## src/rtl/dkong_pkg.sv

```systemverilog
// Shared types for the Donkey Kong work RAM arbiter.
// FSM state encoding and default starvation limit.
package dkong_pkg;

   typedef enum logic [2:0] {
      IDLE,
      STALL,
      HS_ACC,
      HS_CAP,
      DONE
   } arb_state_t;

   localparam int STARVE_MAX_DEF = 8;

endpackage

```

## src/rtl/dkong_wram_arbiter.sv

```systemverilog
// Work RAM port A arbiter: the Z80 has priority, the hiscore engine
// uses idle cycles and stalls the CPU once if it has waited too long.
module dkong_wram_arbiter
   import dkong_pkg::*;
#(
   parameter int AW         = 10,
   parameter int DW         = 8,
   parameter int STARVE_MAX = STARVE_MAX_DEF
) (
   input  logic          I_CLK,
   input  logic          I_RESET,
   input  logic          I_CLK_EN_P,
   input  logic          I_CLK_EN_N,
   input  logic          I_CPU_CS,
   input  logic          I_CPU_WE,
   input  logic [AW-1:0] I_CPU_A,
   input  logic [DW-1:0] I_CPU_D,
   output logic [DW-1:0] O_CPU_D,
   output logic          O_CPU_WAIT_n,
   input  logic          I_HS_REQ,
   input  logic          I_HS_WE,
   input  logic [AW-1:0] I_HS_A,
   input  logic [DW-1:0] I_HS_D,
   output logic          O_HS_ACK,
   output logic [DW-1:0] O_HS_D,
   output logic [AW-1:0] O_RAM_A,
   output logic [DW-1:0] O_RAM_D,
   output logic          O_RAM_CE,
   output logic          O_RAM_WE,
   input  logic [DW-1:0] I_RAM_Q
);

   localparam logic [7:0] SMAX = 8'(STARVE_MAX);

   arb_state_t    state;
   logic [7:0]    cnt;
   logic          wait_n;
   logic [DW-1:0] hs_d_q;
   logic          hs_own;

   always_ff @(posedge I_CLK) begin
      if (I_RESET) begin
         state  <= IDLE;
         cnt    <= '0;
         wait_n <= 1'b1;
         hs_d_q <= '0;
      end else begin
         unique case (state)
            IDLE: begin
               if (!I_HS_REQ)
                  cnt <= '0;
               else if (!I_CPU_CS)
                  state <= HS_ACC;
               else if (cnt >= SMAX)
                  state <= STALL;
               else if (I_CLK_EN_P)
                  cnt <= cnt + 8'd1;
            end
            STALL: begin
               if (I_CLK_EN_N) begin
                  wait_n <= 1'b0;
                  state  <= HS_ACC;
               end
            end
            HS_ACC: begin
               state <= I_HS_WE ? DONE : HS_CAP;
            end
            HS_CAP: begin
               hs_d_q <= I_RAM_Q;
               state  <= DONE;
            end
            DONE: begin
               wait_n <= 1'b1;
               cnt    <= '0;
               state  <= IDLE;
            end
            default: state <= IDLE;
         endcase
      end
   end

   assign hs_own = (state == HS_ACC) || (state == HS_CAP);

   // HS keeps the port through HS_CAP so DONE can refresh CPU read data
   always_comb begin
      O_RAM_A  = I_CPU_A;
      O_RAM_D  = I_CPU_D;
      O_RAM_CE = I_CPU_CS;
      O_RAM_WE = I_CPU_CS & I_CPU_WE;
      if (hs_own) begin
         O_RAM_A  = I_HS_A;
         O_RAM_D  = I_HS_D;
         O_RAM_CE = 1'b1;
         O_RAM_WE = (state == HS_ACC) & I_HS_WE;
      end
      if (I_RESET)
         O_RAM_WE = 1'b0;
   end

   assign O_CPU_D = (!hs_own && I_CPU_CS) ? I_RAM_Q : '0;

   assign O_CPU_WAIT_n = wait_n;

   assign O_HS_ACK = !I_RESET &&
                     (((state == HS_ACC) && I_HS_WE) ||
                      (state == HS_CAP));

   // read data is bypassed in the capture cycle so it is valid with ACK
   assign O_HS_D = I_RESET ? '0 :
                   (state == HS_CAP) ? I_RAM_Q : hs_d_q;

endmodule
```

## config.mk

```make
export PLATFORM = sky130hd
export DESIGN_NAME = dkong_wram_arbiter
export DESIGN_NICKNAME = d
export VERILOG_FILES = /design/src/rtl/dkong_pkg.sv /design/src/rtl/dkong_wram_arbiter.sv
export SDC_FILE = /design/constraint.sdc
export NUM_CORES = 1
export LEC_CHECK = 0
export ABC_AREA = 1
export CAP_MARGIN = 25
export CORE_MARGIN = 1
export CORE_UTILIZATION = 31
export CTS_CLUSTER_SIZE = 20
export DETAILED_ROUTE_END_ITERATION = 8
export PLACE_DENSITY_LB_ADDON = 0.15
export SETUP_SLACK_MARGIN = 0.02
export SLEW_MARGIN = 5
export SYNTH_ARGS = -nofsm -noshare
export SYNTH_HDL_FRONTEND = slang
export SYNTH_SLANG_ARGS = --single-unit
```

## constraint.sdc

```tcl
create_clock -name I_CLK -period 1.25 [get_ports I_CLK]
set_clock_uncertainty 0.1 [all_clocks]
set_input_delay 0.1875 -clock I_CLK [delete_from_list [all_inputs] [get_ports I_CLK]]
set_output_delay 0.1875 -clock I_CLK [all_outputs]
set_load 0.03 [all_outputs]
```

**Word level (Yosys, flattened, before mapping)**

Index checks and enable logic that the tools add are counted.

- Register bits after elaboration: 20
- Output and inout port bits: 38
- Logic and storage cells: 52

- Add/subtract/negate cells: 1
- Magnitude comparators: 1
- Eq/ne operators: 10
- Muxes and demuxes: 21
- Bitwise gates (word level): 2
- Reduce and logical (&&, ||, !) cells: 13

Operator list:

| kind | count |
|---|---|
| $mux 8 | 8 |
| $pmux 8 s2 | 1 |
| $mux 3 | 5 |
| $ne 3x3->1 const B | 4 |
| $pmux 3 s4 | 1 |
| $mux 10 | 1 |
| $add 8x1->8 const B | 1 |
| $ge 8x4->1 const B | 1 |
| $eq 3x2->1 const B | 2 |
| $mux 1 | 4 |
| $ne 2x2->1 const B | 2 |
| $reduce_and 4->1 | 1 |
| $reduce_bool 2->1 | 2 |
| $eq 3x1->1 const B | 1 |
| $eq 3x3->1 const B | 1 |
| $logic_and 1x1->1 | 3 |
| $logic_not 3->1 | 1 |
| $reduce_and 3->1 | 1 |
| $and 1x1->1 | 2 |
| $logic_not 1->1 | 2 |
| $logic_or 1x1->1 | 2 |
| $pmux 1 s2 | 1 |
| $reduce_and 2->1 | 1 |

**Logic depth before layout (Yosys ltp)**

- Depth after elaboration: 6
- Depth in mapped cells: 8
- Gate-level depth less buffers: 8

**Least setup slack after synthesis**

OpenSTA, ideal clock, no wires.

- Path kind: register to output
- Start: register state[1]
- End: output port O_HS_ACK
- Data arrival time: 1.325 ns
- Required time: 0.962 ns
- Slack: -0.362 ns
- Stages on the path, launching flop included: 8
- Path buffers: 1
- Path through: dfxtp_1 inv_2 nor2_4 inv_2 nor2_8 buf_6 nor2_2 nor2_1

- Cells in the longest elaborated chain, start to end: 4

RTL lines:

| element | line | text |
|---|---|---|
| start: declaration | dkong_wram_arbiter.sv:35 | `arb_state_t state;` |
| start signal: assignment | dkong_wram_arbiter.sv:66 | `state <= I_HS_WE ? DONE : HS_CAP;` |
| $eq 3x2->1 | dkong_wram_arbiter.sv:105 | `(((state == HS_ACC) && I_HS_WE) \|\|` |
| $logic_and 1x1->1 | dkong_wram_arbiter.sv:105 |  |
| $logic_or 1x1->1 * | dkong_wram_arbiter.sv:105 |  |
| $logic_and 1x1->1 * | dkong_wram_arbiter.sv:104 | `assign O_HS_ACK = !I_RESET &&` |
| end: declaration | dkong_wram_arbiter.sv:24 | `output logic O_HS_ACK,` |

Mark *: on every way between the ends. The rest lies on a longest branch, timed or not.

**Worst setup path after layout**

- Start: register state[1]
- End: output port O_HS_D[4]

- Cells in the longest elaborated chain, start to end: 3

RTL lines:

| element | line | text |
|---|---|---|
| $eq 3x2->1 | dkong_wram_arbiter.sv:110 | `(state == HS_CAP) ? I_RAM_Q : hs_d_q;` |
| $mux 8 | dkong_wram_arbiter.sv:110 |  |
| $mux 8 | - |  |
| end: declaration | dkong_wram_arbiter.sv:25 | `output logic [DW-1:0] O_HS_D,` |

Every way passes these cells.

==> impl_metrics.csv <==
group,metric,value,unit
logic_synthesis,ys_seq_area_share,33.1,%
timing,min_period,1.79,ns
floorplanning,pin_count,90,
logic_synthesis,synth_area_per_cell,6.14,µm²
logic_synthesis,synthTopCellsByArea,"dfxtp_1 (33%), nand2_1 (23%), nor2_1 (8.7%), inv_1 (6.5%), a21oi_1 (5.4%)",
drt,wirelength,4.79,mm
final_layout,final_nets,378,
critical_path,worstPathCellList,"inv_2 -> nor2_4 -> inv_4 -> nor2_8 -> o21ai_1 -> a21oi_2 -> buf_6",
final_layout,fin_util,81.6,%
grt,antenna_found_initial,0,
clock_network,clk_latency,0.26,ns
placement,gp_congestion,0.779,
logic_synthesis,synth_cells,197,
timing,setup_ws,-0.536,ns
logic_synthesis,ys_async_sr_fraction,0,%
grt,grt-ovfl-total,0,
logic_synthesis,yosysTopAreaCell,"dfxtp_1",
placement,port_buffers,89,
placement,placedInstanceArea,2430,µm²
power_and_ir_drop,p_leak,1.36,nW
logic_synthesis,synthDistinctLibCells,23,
critical_path,path_max_fanout,7,
floorplanning,chipHeight,64.5,µm
clock_network,clock-sinks,20,
outcome,violations,"negative setup slack",
logic_synthesis,synth_common_cells,"nand2_1 (73), nor2_1 (28), inv_1 (21), dfxtp_1 (20), a21oi_1 (13)",
grt,grt_max_degree,20,
floorplanning,die-area,4160,µm²
clock_network,clk_pin_slew,0.08,ns
logic_synthesis,ys.flop_type,"dfxtp_1",
drt,wl_per_cell,12.9,µm
job,max_cap_viol_count,0,
drt,avgViaCountPerCell,4.58,
final_layout,diodes,0,
timing,timing.final.max_slew_violations,0,
logic_synthesis,synth_area,1210,µm²
timing,rsz0062_at_grt,"true",
logic_synthesis,synth_top_cell_area_share,33.1,%
clock_network,root_buffer,"clkbuf_8",
power_and_ir_drop,p_per_area,803,nW/µm²
drt,dr.first_iter.drc_count,43,
logic_synthesis,synth_seq_cells,20,
drt,vias,1701,
drt,wl_met3,417,µm
floorplanning,row_count,22,
grt,grt_pass1_wl,7.01,mm
critical_path,critPathLaunchType,"register",
clock_network,tritoncts,"yes",
critical_path,critical_path.top_delay_family,"flip-flops",
clock_network,cts-buffers-inserted,3,
worst_hold_path,hold_path_class,"reg -> reg",
timing,worst_hold_slack,0.352,ns
timing,fmaxAchievable,560,MHz
clock_network,cts_buffer_depth,2,
critical_path,criticalPathCategory,"reg -> out",
drt,top_layer,"met4",
floorplanning,die_w,64.5,µm
critical_path,worstPathRequired,0.96,ns
critical_path,worstSetupEndpointType,"primary output",
timing,hold_viol_final,0,
floorplanning,initial_core_util,32.8,%
grt,grt_pass1_vias,1605,
timing,setup_viol_count_final,44,
power_and_ir_drop,ir_worst_vdd,0.588,mV
timing,max_slew_margin,76.3,%
timing,period_share,143,%
drt,drc,0,
timing,worst_slew_pin_slew,0.355,ns
logic_synthesis,syn_nets,251,
critical_path,slowest_stage,"dfxtp_2",
floorplanning,core,3690,µm²
critical_path,cp_num_buf_inv,3,
drt,dr.pass1.iters,4,
final_layout,drive_gt1_share,51.1,%
critical_path,arrival,1.50,ns
logic_synthesis,synth_edf_count,0,
grt,track_usage,21.2,%
logic_synthesis,yosysMostFrequentCell,"nand2_1",
logic_synthesis,yosys_warnings,0,
clock_network,ctsHtreeMaxLevel,1,
final_layout,fin_area,3010,µm²
drt,ant_nets,0,
placement,hpwlAfterDp,3.01,mm
clock_network,cts_hold_buf,0,
outcome,status,"complete, but fails checks",
drt,met2_wirelength,2.42,mm
drt,met1Wirelength,1.92,mm
final_layout,syn_to_final_growth,149,%
critical_path,critPathMaxStageDelay,0.35,ns
[where the power goes]
group          switching [mW]  internal [mW]  total, mW
sequential             0.0148          0.656      0.671
clock                   0.228          0.428      0.656
combinational           0.558          0.532       1.09
[stage by stage]
step | instances | total power, mW | TNS, ns | worst slack (ns)
2_1_floorplan | 197 | 1.18 | -3.49 | -0.190
3_3_place_gp | 352 | 1.55 | -11.13 | -0.369
3_5_place_dp | 352 | 1.56 | -11.53 | -0.347
4_1_cts | 363 | 2.29 | -17.74 | -0.521
5_1_grt | 371 | 2.52 | -20.83 | -0.614
6_report | 371 | 2.42 | -17.44 | -0.536
[layer usage]
layer  up-vias  GRT usage (%)
met5         -              0
met4         0           5.00
met3         5           5.81
met2        74           37.4
met1       757           25.2
li1        865              -
[flip-flops by register name, summed over array words and instances, names as in the netlist]
register / cells
hs_d_q: 8
cnt: 8
state: 3
O_CPU_WAIT_n: 1
[worst paths after layout]
| kind | end | startpoint | slack (ns) | cells after the start |
|---|---|---|---|---|
| setup / recovery | O_HS_D[4] | state[1] | -0.54 | 7 |
| setup reg to reg | state[1] | state[1] | -0.15 | 8 |
| hold / removal | cnt[6] | cnt[6] | 0.35 | 2 |
| hold reg to reg | cnt[6] | cnt[6] | 0.35 | 2 |
[final cells by class]
type                       instances  area, µm²
timing repair buffer             128       1330
tap                               48       60.1
multi-input combinational        148       1030
sequential                        20        409
clock buffer                       3       41.3
inverter                          23        103
fill                             223        679
clock inverter                     1       30.0
[kinds of logic after synthesis]
logic type / after synthesis / share of synthesized area [%]
and+or+nand+nor: 119 / 41.7
buffers and inverters: 30 / 11.4
AOI/OAI and AO/OA: 26 / 11.8
adders and majority gates: 2 / 2.07
DFF: 20 / 33.1
[layout by cell type, fill, tap and decap left out, types with 4 or more instances in the layout]
cell and instances:
a21oi_2 6, a21oi_4 5, buf_4 26, buf_6 46, clkdlybuf4s50_1 49, dfxtp_1 15
dfxtp_2 4, inv_1 18, nand2_1 47, nand2_2 23, nand3_1 5, nor2_1 11
nor2_2 4, nor2_4 17, o21ai_2 7
[worst register-to-register path: stages (launching register included)]
cell and delay, ns:
dfxtp_2 0.35, inv_2 0.05, nor2_4 0.14, buf_6 0.12, bufbuf_16 0.26, nand3_4 0.07
o211ai_1 0.08, nand3b_1 0.09, nor2_1 0.08
[timing repair]
| action | in CTS | in global routing |
|---|---|---|
| setup buffers | 5 | 8 |
| endpoints found under the setup margin | 43 | 56 |
| gates resized for setup | 28 | 75 |
| pin swaps | 6 | 18 |
| gates cloned | 2 | 0 |
Power figures use the tool's default switching activity.
